## config.mk

```make
export PLATFORM = sky130hd
export DESIGN_NAME = interconnect_arbiter
export DESIGN_NICKNAME = d
export VERILOG_FILES = /design/src/rtl/interconnect_arbiter.sv
export SDC_FILE = /design/constraint.sdc
export NUM_CORES = 1
export LEC_CHECK = 0
export ABC_CLOCK_PERIOD_IN_PS = 2400
export CAP_MARGIN = 20
export CORE_ASPECT_RATIO = 1.75
export CORE_MARGIN = 8
export CORE_UTILIZATION = 32
export DETAILED_ROUTE_END_ITERATION = 8
export DONT_BUFFER_PORTS = 1
export PLACE_DENSITY = 0.46
export SKIP_CTS_REPAIR_TIMING = 1
export SLEW_MARGIN = 20
export SYNTH_ARGS = -nofsm -noshare
export SYNTH_HDL_FRONTEND = slang
export SYNTH_SLANG_ARGS = --single-unit
```

## constraint.sdc

```tcl
create_clock -name clk -period 2.4 [get_ports clk]
set_clock_uncertainty 0.15 [all_clocks]
set_input_delay 0.24 -clock clk [delete_from_list [all_inputs] [get_ports clk]]
set_output_delay 0.24 -clock clk [all_outputs]
set_load 0.05 [all_outputs]
```

## src/rtl/interconnect_arbiter.sv

```systemverilog
// Round-robin arbiter for a shared path: registered one-hot grant plus binary
// mux select, with optional hold-time limit that forces release.
module interconnect_arbiter #(
    parameter int NUM_OF_CONTROL_SIGNALS = 2,
    parameter int MAX_HOLD               = 16
) (
    input  logic                                   clk,
    input  logic                                   reset,
    input  logic [(1<<NUM_OF_CONTROL_SIGNALS)-1:0] request,
    input  logic                                   transfer_done,
    output logic [(1<<NUM_OF_CONTROL_SIGNALS)-1:0] grant,
    output logic [NUM_OF_CONTROL_SIGNALS-1:0]      control_signals,
    output logic                                   grant_valid,
    output logic                                   timeout
);

    localparam int W  = NUM_OF_CONTROL_SIGNALS;
    localparam int N  = 1 << W;
    localparam int CW = (MAX_HOLD > 1) ? $clog2(MAX_HOLD) : 1;
    localparam logic [CW-1:0] HOLD_LAST =
        CW'((MAX_HOLD == 0) ? 0 : MAX_HOLD - 1);

    typedef enum logic {
        IDLE,
        GRANTED
    } state_t;

    state_t          state_q, state_d;
    logic [N-1:0]    grant_q, grant_d;
    logic [W-1:0]    ctrl_q, ctrl_d;
    logic [W-1:0]    ptr_q, ptr_d;
    logic [CW-1:0]   cnt_q, cnt_d;
    logic            timeout_q, timeout_d;

    logic [W-1:0]    base;
    logic [W-1:0]    cand;
    logic [W-1:0]    pick_idx;
    logic [N-1:0]    pick_oh;
    logic            found;
    logic            hold_expired;
    logic            release_now;

    // Search starts just after the base index; k == N wraps back onto base,
    // so a lone requester that was just served can win again.
    always_comb begin
        base     = (state_q == GRANTED) ? ctrl_q : ptr_q;
        found    = 1'b0;
        pick_idx = '0;
        cand     = '0;
        for (int k = 1; k <= N; k++) begin
            cand = base + k[W-1:0];
            if (!found && request[cand]) begin
                found    = 1'b1;
                pick_idx = cand;
            end
        end
        pick_oh           = '0;
        pick_oh[pick_idx] = 1'b1;
    end

    assign hold_expired = (MAX_HOLD != 0) && (cnt_q == HOLD_LAST);
    assign release_now  = transfer_done || hold_expired;

    always_comb begin
        state_d   = state_q;
        grant_d   = grant_q;
        ctrl_d    = ctrl_q;
        ptr_d     = ptr_q;
        cnt_d     = cnt_q;
        timeout_d = 1'b0;
        unique case (state_q)
            IDLE: begin
                grant_d = '0;
                if (found) begin
                    state_d = GRANTED;
                    grant_d = pick_oh;
                    ctrl_d  = pick_idx;
                    cnt_d   = '0;
                end
            end
            GRANTED: begin
                if (release_now) begin
                    ptr_d     = ctrl_q;
                    cnt_d     = '0;
                    timeout_d = !transfer_done;
                    if (found) begin
                        grant_d = pick_oh;
                        ctrl_d  = pick_idx;
                    end else begin
                        state_d = IDLE;
                        grant_d = '0;
                    end
                end else begin
                    cnt_d = cnt_q + 1'b1;
                end
            end
            default: begin
                state_d = IDLE;
                grant_d = '0;
            end
        endcase
    end

    always_ff @(posedge clk or posedge reset) begin
        if (reset) begin
            state_q   <= IDLE;
            grant_q   <= '0;
            ctrl_q    <= '0;
            ptr_q     <= W'(N - 1);
            cnt_q     <= '0;
            timeout_q <= 1'b0;
        end else begin
            state_q   <= state_d;
            grant_q   <= grant_d;
            ctrl_q    <= ctrl_d;
            ptr_q     <= ptr_d;
            cnt_q     <= cnt_d;
            timeout_q <= timeout_d;
        end
    end

    assign grant           = grant_q;
    assign control_signals = ctrl_q;
    assign grant_valid     = (state_q == GRANTED);
    assign timeout         = timeout_q;

endmodule

```

==> run summary, run 1 <==
Initial drt markers: 13
Drt first pass iters: 2
Final estimated routing congestion in global placement: 0.711
Routed WL: 1740 microns
Synth-to-layout area growth: 15.6%
Part of the power in combinational logic: 0.222
Layout net count: 90
Chip width: 52.7 microns
Commonest cells after routing, fill and taps aside: dfrtp_1, nand2_1, o21ai_0
# H-tree levels: 1
Fraction of power consumed by sequential logic: 0.490
Number of standard cells after synthesis: 73
Vias in the first global route: 621
Hold wc startpoint: request[3]
Clk sink count: 14
Mean number of vias per cell: 5.48
Worst hold-check slack: 0.00319 ns
Die area: 0.00423 sq mm
Final HPWL DP: 1390 microns
Clock group share of total power: 0.288
Type of the worst min-delay path: in2reg
Clk Latency, worst-skew pair: 0.24 ns
Synth Net Count: 81
Leak Pwr: 0.387 nW
Net switching fraction of the power: 0.369
Routed vias: 581
Post-Synthesis Mean Instance Area: 10.4 sq um
FF-to-FF End: grant[3]$_DFFE_PP0N_
Count of yosys warnings during synthesis: 0
Internal Dissipation: 503 uW
Count of inserted antenna diode cells: 0
Cell chosen for the clock root: clkbuf_8
Max clock buf depth: 2
Setup TNS after final layout: 0 ns
Number of distinct library cell variants in the gate-level netlist after synthesis: 32
Global-route wire length before repair: 2940 microns
Final core area utilization: 0.384
Overall track demand over capacity in global routing: 0.0916
Reg-to-reg startpoint: grant_valid$_DFF_PP0_
Yosys reg bits: 14
Clock transition at path regs: 0.06 ns
Total grt overflow: 0
Die Ht: 80.3 microns
Register area share after synthesis: 0.467
Highest fanout seen on the critical path: 7
Combined area of the multi-input logic cells: 388 sq um
Transition time at the pin with the least slew margin: 0.680 ns
Register-to-register path setup slack: 0.52 ns
Worst-case headroom to the max-slew limit: 0.543
Period utilisation layout: 0.783
Fraction of layout instances using a drive strength above 1: 0.210
Number of rows created at floorplan: 23
TritonCTS clock tree: built
Count of fill cells added during filler insertion: 232
Combined flip-flop and latch cell area: 353 sq um
Maximum clock rate: 532 MHz
Post-route ant nets: 0
Worst voltage drop across the vdd grid: 363 uV
Critical Path RT: 2.38 ns
Max Used Layer: met4
Arrival @ worst endpoint: 1.86 ns
Worst Setup Slack, final: 0.520 ns
Combined area of all synthesized cells: 756 sq um
Launching element type of the critical path: flop
Max-cap check violation count: 0
Outcome: completed
Switching component of the power: 293 uW
Number of I/O port buffers: 0
Critical path type: reg2reg
Met1 wire length: 694 microns
Boundary Pins: 15
Total count of max-transition violations in the final report: 0
Routed length on met3: 60 microns
Worst-case reg-to-reg path depth: 5
Sort of element at the end of the critical path: flop
Min-Delay Path Depth: 2
Setup slack after placement: 0.518 ns
Number of hold violations in the final report: 0
Floorplan core area: 0.00227 sq mm
Most common cell after layout, fill and taps aside: dfrtp_1
End point of the most critical hold path: grant_valid$_DFF_PP0_
Power density cells: 912 mW/mm^2
RSZ-0062 raised after global routing: no
Antenna violations before repair: 0
Maximum number of pins on one net before global-route repair: 15
Clock period minus worst slack: 1.88 ns
Power Total: 796 uW
Effective utilization at floorplan: 0.332
Final-report setup violation count: 0
Detailed-routed wire length on met2: 966 microns
Number of remaining DRC errors: 0
Inserted Clock Buffers: 3
Post-DR wirelength/cell: 16.5 microns
[critical path, stage by stage, from the launching register on]
cell,delay (ns)
dfrtp_1,0.47
buf_4,0.27
or2b_1,0.30
nor2_2,0.30
nor4_4,0.07
a22o_1,0.20
[power by group through the flow]
stage / clock [mW] / combinational (mW) / sequential [mW]
floorplan: 0 / 0.106 / 0.411
global placement: 0 / 0.174 / 0.395
detailed placement: 0 / 0.178 / 0.394
CTS: 0.234 / 0.178 / 0.391
global route: 0.249 / 0.195 / 0.396
finish: 0.229 / 0.177 / 0.390
[final cells by class]
cell class	count	share of cell area
multi-input cells	57	0.444
flip-flops and latches	14	0.404
clock buffers	4	0.0630
repair buffers	5	0.0487
well taps	25	0.0358
inverters	1	0.00430
[metrics by stage]
stage,instances,cell area (sq um)
6_report,106,873
5_1_grt,106,873
4_1_cts,104,853
3_5_place_dp,100,798
3_3_place_gp,100,798
2_1_floorplan,73,756
[sequential cells by signal (all words and copies together) (netlist names)]
| name | cells |
|---|---|
| cnt_q | 4 |
| timeout | 1 |
| control_signals | 2 |
| ptr_q | 2 |
| grant_valid | 1 |
| grant | 4 |
[per-layer routing]
metal  vias up  GRT usage
met5         -          0
met4         0     0.0391
met3         2     0.0296
met2         5      0.161
met1       292     0.0938
li1        282          -
[cell families after synthesis]
family / count (synthesis) / synth area share
simple gates: 29 / 0.237
compound gates: 22 / 0.189
flops: 14 / 0.467
mux: 5 / 0.0712
buf+inv: 2 / 0.0199
fa+ha+maj: 1 / 0.0166
[synthesized netlist by cell type]
library cell  count  area share
a22o_1            3       0.035
or3_4             1       0.015
nor4bb_1          1       0.013
nor4_4            1       0.028
a21oi_1           4       0.026
or2b_1            1      0.0099
buf_6             1       0.015
a211oi_2          1       0.017
o22ai_1           2       0.017
and3_1            1      0.0083
o22a_1            1       0.012
dfstp_2           2       0.070
dfrtp_1          12        0.40
o21ai_0           7       0.046
mux2i_1           2       0.026
and2_1            1      0.0083
nor2_1            6       0.030
nor4b_1           1       0.012
mux2_2            3       0.045
nand2_1           8       0.040
nor4_2            1       0.017
and2b_1           1      0.0099
nor2b_1           2       0.017
a211oi_1          1      0.0099
nand3_1           2       0.013
o21ai_1           1      0.0066
nor2_2            1      0.0083
o21bai_1          1      0.0099
a21o_1            1      0.0099
nand2b_1          1      0.0083
inv_1             1      0.0050
ha_1              1       0.017
[worst max-delay path by stage]
| stage | start | endpoint |
|---|---|---|
| after detailed placement | grant_valid$_DFF_PP0_ | grant[3]$_DFFE_PP0N_ |
| final | grant_valid$_DFF_PP0_ | grant[3]$_DFFE_PP0N_ |
| after global routing | grant_valid$_DFF_PP0_ | grant[3]$_DFFE_PP0N_ |
| after global placement | grant_valid$_DFF_PP0_ | grant[2]$_DFFE_PP0N_ |
| after CTS | grant_valid$_DFF_PP0_ | grant[3]$_DFFE_PP0N_ |
| after floorplan | grant_valid$_DFF_PP0_ | grant[2]$_DFFE_PP0N_ |
No activity file was read; power rests on OpenSTA's default activity.
==> inputs of run 2 (changes only) <==
- ABC_CLOCK_PERIOD_IN_PS: 2400 -> 1850
- clock period: 2.4 -> 1.85 ns (I/O delays scaled with it)
==> run summary, run 2 (synthesized netlist as in run 1, its figures left out) <==
Outcome: completed
Maximum clock rate: 583 MHz (+9.6%)
Inserted Clock Buffers: 3 (unchanged)
Worst voltage drop across the vdd grid: 616 uV (+69%)
Commonest cells after routing, fill and taps aside: dfrtp_1, nand2_1, nor2_1, o21ai_0, buf_4
Most common cell after layout, fill and taps aside: dfrtp_1
Launching element type of the critical path: flop
Drt first pass iters: 2 (unchanged)
Placed cell areas: 815 sq um (+2.0%)
Worst hold-check slack: 0.0273 ns (+0.0241 ns)
Net switching fraction of the power: 0.366 (-0.00235)
Initial drt markers: 4 (-9)
Switching component of the power: 378 uW (+29%)
Worst-case reg-to-reg path depth: 4 (-1)
Critical path type: reg2reg
Clock group share of total power: 0.288 (about the same)
Global-route wire length before repair: 3090 microns (+5.2%)
Critical Path RT: 1.88 ns (-0.50 ns)
Clk sink count: 14 (unchanged)
Die Ht: 80.3 microns (unchanged)
Min-Delay Path Depth: 3 (+1)
Clock transition at path regs: 0.06 ns (about the same)
Overall track demand over capacity in global routing: 0.0990 (+0.00745)
Internal Dissipation: 655 uW (+30%)
Clock period minus worst slack: 1.71 ns (-0.165 ns)
Type of the worst min-delay path: in2reg
Register-to-register path setup slack: 0.14 ns (-0.39 ns)
Sort of element at the end of the critical path: flop
Power density cells: 1160 mW/mm^2 (+28%)
Die area: 0.00423 sq mm (unchanged)
Arrival @ worst endpoint: 1.75 ns (-0.11 ns)
Worst Setup Slack, final: 0.135 ns (-0.385 ns)
Worst-case headroom to the max-slew limit: 0.633 (+0.0902)
Layout net count: 91 (+1.1%)
Number of I/O port buffers: 0 (unchanged)
# H-tree levels: 1 (unchanged)
Vias in the first global route: 619 (-0.32%)
Fraction of power consumed by sequential logic: 0.487 (-0.003)
TritonCTS clock tree: built
Antenna violations before repair: 0 (unchanged)
Fraction of layout instances using a drive strength above 1: 0.256 (+0.0462)
Chip width: 52.7 microns (unchanged)
Clk Latency, worst-skew pair: 0.25 ns (about the same)
Highest fanout seen on the critical path: 4 (-3)
Mean number of vias per cell: 5.36 (-2.3%)
Number of rows created at floorplan: 23 (unchanged)
Routed WL: 1790 microns (+2.5%)
Cell chosen for the clock root: clkbuf_8
Final estimated routing congestion in global placement: 0.692 (-2.7%)
Final core area utilization: 0.391 (+0.00660)
Max-cap check violation count: 0 (unchanged)
Count of fill cells added during filler insertion: 238 (+2.6%)
Cell area after layout: 888 sq um (+1.7%)
Combined flip-flop and latch cell area: 354 sq um (+0.35%)
Count of inserted antenna diode cells: 0 (unchanged)
Transition time at the pin with the least slew margin: 0.549 ns (-0.130 ns)
Maximum number of pins on one net before global-route repair: 15 (unchanged)
Leak Pwr: 0.394 nW (+1.9%)
Routed vias: 573 (-1.4%)
Final HPWL DP: 1420 microns (+2.2%)
Post-DR wirelength/cell: 16.7 microns (+1.6%)
Setup slack after placement: 0.0935 ns (-0.424 ns)
Floorplan core area: 0.00227 sq mm (unchanged)
Total count of max-transition violations in the final report: 0 (unchanged)
Post-route ant nets: 0 (unchanged)
Max clock buf depth: 2 (unchanged)
Period utilisation layout: 0.927 (+0.144)
Part of the power in combinational logic: 0.225 (+0.003)
Synth-to-layout area growth: 17.5%
RSZ-0062 raised after global routing: no
Boundary Pins: 15 (unchanged)
Final-report setup violation count: 0 (unchanged)
Setup TNS after final layout: 0 ns (unchanged)
Number of remaining DRC errors: 0 (unchanged)
Total grt overflow: 0 (unchanged)
Combined area of the multi-input logic cells: 397 sq um (+2.3%)
Number of hold violations in the final report: 0 (unchanged)
Effective utilization at floorplan: 0.332 (unchanged)
[run 2: routing by layer]
metal  vias to the layer above  track usage  part of all wire
met5                         -            0                 0
met4                         0       0.0625             0.026
met3                         5       0.0259             0.046
met2                         9        0.169              0.55
met1                       275        0.101              0.38
li1                        284            -                 -
[run 2: final timing paths]
| kind | startpoint | end |
|---|---|---|
| worst min register to register | cnt_q[0]$_DFFE_PP0P_ | cnt_q[0]$_DFFE_PP0P_ |
| worst max-delay path | ptr_q[1]$_DFFE_PP1P_ | grant[2]$_DFFE_PP0N_ |
| worst min-delay path | transfer_done | grant_valid$_DFF_PP0_ |
| worst max register to register | ptr_q[1]$_DFFE_PP1P_ | grant[2]$_DFFE_PP0N_ |
| max in group asynchronous | reset | grant_valid$_DFF_PP0_ |
| min in group asynchronous | reset | cnt_q[0]$_DFFE_PP0P_ |
[run 2: final cells by class]
class                           count  area share
Clock buffer                        4      0.0620
Inverter                            1     0.00423
Multi-Input combinational cell     57       0.446
Sequential cell                    14       0.399
Tap cell                           25      0.0352
Timing Repair Buffer                6      0.0535
[run 2: power by group through the flow]
stage | Sequential, mW | Clock (mW) | Combinational (mW)
floorplan | 0.534 | 0 | 0.138
global placement | 0.507 | 0 | 0.234
detailed placement | 0.510 | 0 | 0.235
CTS | 0.504 | 0.307 | 0.235
global route | 0.513 | 0.320 | 0.259
finish | 0.503 | 0.297 | 0.232
[run 2: worst max-delay path, cell delays in order (launching register included)]
cell     delay (ns)
dfstp_2        0.57
nor4b_1        0.06
or3_4          0.39
nor4_4         0.30
a22o_1         0.17
[run 2: stage by stage]
| step | std cells | power, mW |
|---|---|---|
| 2_1_floorplan | 73 | 0.671 |
| 3_3_place_gp | 102 | 0.741 |
| 3_5_place_dp | 102 | 0.745 |
| 4_1_cts | 106 | 1.05 |
| 5_1_grt | 107 | 1.09 |
| 6_report | 107 | 1.03 |
==> inputs of run 3 (changes only) <==
- ABC_CLOCK_PERIOD_IN_PS: 1850 -> 1750
- clock period: 1.85 -> 1.75 ns (I/O delays scaled with it)
==> run summary, run 3 (synthesized netlist as in run 1, its figures left out) <==
GRT Max-Usage Layer: met2
Critical Path RT: 1.72 ns (-0.16 ns)
Commonest cells after routing, fill and taps aside: dfrtp_1, nand2_1, buf_4
RSZ-0062 raised after global routing: no
Fraction of layout instances using a drive strength above 1: 0.294 (+0.0380)
Boundary Pins: 15 (unchanged)
Count of inserted antenna diode cells: 0 (unchanged)
Floorplan core area: 0.00227 sq mm (unchanged)
Routed WL: 1750 microns (-2.1%)
Maximum clock rate: 601 MHz (+3.1%)
Die Ht: 80.3 microns (unchanged)
Power density cells: 1170 mW/mm^2 (+0.98%)
Global-route wire length before repair: 2840 microns (-8.1%)
Number of rows created at floorplan: 23 (unchanged)
Effective utilization at floorplan: 0.332 (unchanged)
Inserted Clock Buffers: 3 (unchanged)
Met1 track demand over resource: 0.0903 (-0.0106)
Worst-case headroom to the max-slew limit: 0.644 (+0.0105)
Clk Latency, worst-skew pair: 0.24 ns (about the same)
Overall track demand over capacity in global routing: 0.0871 (-0.0119)
Worst hold-check slack: -0.00151 ns (-0.0288 ns)
Post-DR wirelength/cell: 15.9 microns (-4.8%)
Setup TNS after final layout: 0 ns (unchanged)
Synth-to-layout area growth: 20.9%
Final estimated routing congestion in global placement: 0.708 (+2.3%)
Power Total: 1.07 mW (+3.8%)
Total grt overflow: 0 (unchanged)
Failing checks: negative hold slack
Max-cap check violation count: 0 (unchanged)
Die area: 0.00423 sq mm (unchanged)
Number of I/O port buffers: 0 (unchanged)
Max clock buf depth: 2 (unchanged)
Critical path type: reg2reg
Post-route ant nets: 0 (unchanged)
Worst voltage drop across the vdd grid: 452 uV (-27%)
Placed cell areas: 846 sq um (+3.8%)
Chip width: 52.7 microns (unchanged)
Maximum number of pins on one net before global-route repair: 15 (unchanged)
Number of hold violations in the final report: 1 (+1)
Arrival @ worst endpoint: 1.63 ns (-0.12 ns)
Routed vias: 582 (+1.6%)
Most common cell after layout, fill and taps aside: dfrtp_1
Launching element type of the critical path: flop
# H-tree levels: 1 (unchanged)
Vias in the first global route: 594 (-4.0%)
Drt first pass iters: 4 (+2)
Slowest stage cell on the critical path: dfrtp_2
Type of the worst min-delay path: in2reg
Total count of max-transition violations in the final report: 0 (unchanged)
Layout net count: 94 (+3.3%)
Max stage delay on crit path: 0.49 ns (-0.08 ns)
Transition time at the pin with the least slew margin: 0.534 ns (-0.0157 ns)
Worst-case reg-to-reg path depth: 4 (unchanged)
Final HPWL DP: 1410 microns (-1.2%)
Antenna violations before repair: 0 (unchanged)
Mean number of vias per cell: 5.29 (-1.2%)
Clock period minus worst slack: 1.66 ns (-0.0520 ns)
Setup slack after placement: 0.0366 ns (-0.0569 ns)
GR Layer Usage met2: 0.158 (-0.0119)
Clock transition at path regs: 0.06 ns (about the same)
Leak Pwr: 0.394 nW (-0.16%)
TritonCTS clock tree: built
Worst Setup Slack, final: 0.0873 ns (-0.0480 ns)
Min-Delay Path Depth: 3 (unchanged)
Final-report setup violation count: 0 (unchanged)
Number of remaining DRC errors: 0 (unchanged)
Highest fanout seen on the critical path: 11 (+7)
Cell chosen for the clock root: clkbuf_8
Outcome: finished, violations left
Worst path cell trace: mux2_2 -> a211oi_2 -> o22a_1 -> o21ai_0
Fraction of met3 tracks used by global routing: 0.0185 (-0.00739)
Period utilisation layout: 0.950 (+0.0233)
Clk sink count: 14 (unchanged)
Sort of element at the end of the critical path: flop
Stages on worst setup path: 4 (unchanged)
Initial drt markers: 10 (+6)
Family of cells with the greatest summed delay on the critical path: compound AO/OA/AOI/OAI gates
Cell area after layout: 913 sq um (+2.8%)
CP bufs+invs: 0 (unchanged)
run 3: path summary, 6_finish.rpt:
path	from	endpoint	slack [ns]
max reg2reg	grant_valid$_DFF_PP0_	grant[1]$_DFFE_PP0N_	0.09
max in group asynchronous	reset	grant_valid$_DFF_PP0_	0.80
max	grant_valid$_DFF_PP0_	grant[1]$_DFFE_PP0N_	0.09
min in group asynchronous	reset	grant[1]$_DFFE_PP0N_	0.27
min	transfer_done	cnt_q[2]$_DFFE_PP0P_	-0.002
min reg2reg	cnt_q[2]$_DFFE_PP0P_	cnt_q[2]$_DFFE_PP0P_	0.41
run 3: through the flow:
stage                     utilization  std cells
after floorplan                     -         73
after global placement          0.372        105
after detailed placement        0.372        105
after CTS                       0.392        109
after global routing            0.402        110
final                           0.402        110
run 3: worst reg2reg max path: cells and delay by family (launching register included):
kind	cells	cell delay, ns
multiplexers	1	0.37
AO/OA/AOI/OAI	3	0.52
flip-flops	1	0.49
run 3: routing by layer:
| metal | part of all wire | wire length, microns | vias to the layer above |
|---|---|---|---|
| li1 | - | - | 291 |
| met1 | 0.38 | 669 | 278 |
| met2 | 0.56 | 975 | 11 |
| met3 | 0.048 | 84 | 2 |
| met4 | 0.012 | 21 | 0 |
| met5 | 0 | 0 | - |
run 3: layout make-up:
type,count,area [sq um]
sequential,14,354
inverter,1,3.75
fill,221,1360
tap,25,31.3
timing repair buffer,9,70.1
clock buffer,4,45.0
multi-input combinational,57,409
run 3: power by group:
group / total (mW) / switching [mW] / internal, mW
Sequential: 0.541 / 0.151 / 0.390
Combinational: 0.264 / 0.147 / 0.118
Clock: 0.268 / 0.107 / 0.161
Total: 1.07 / 0.404 / 0.668
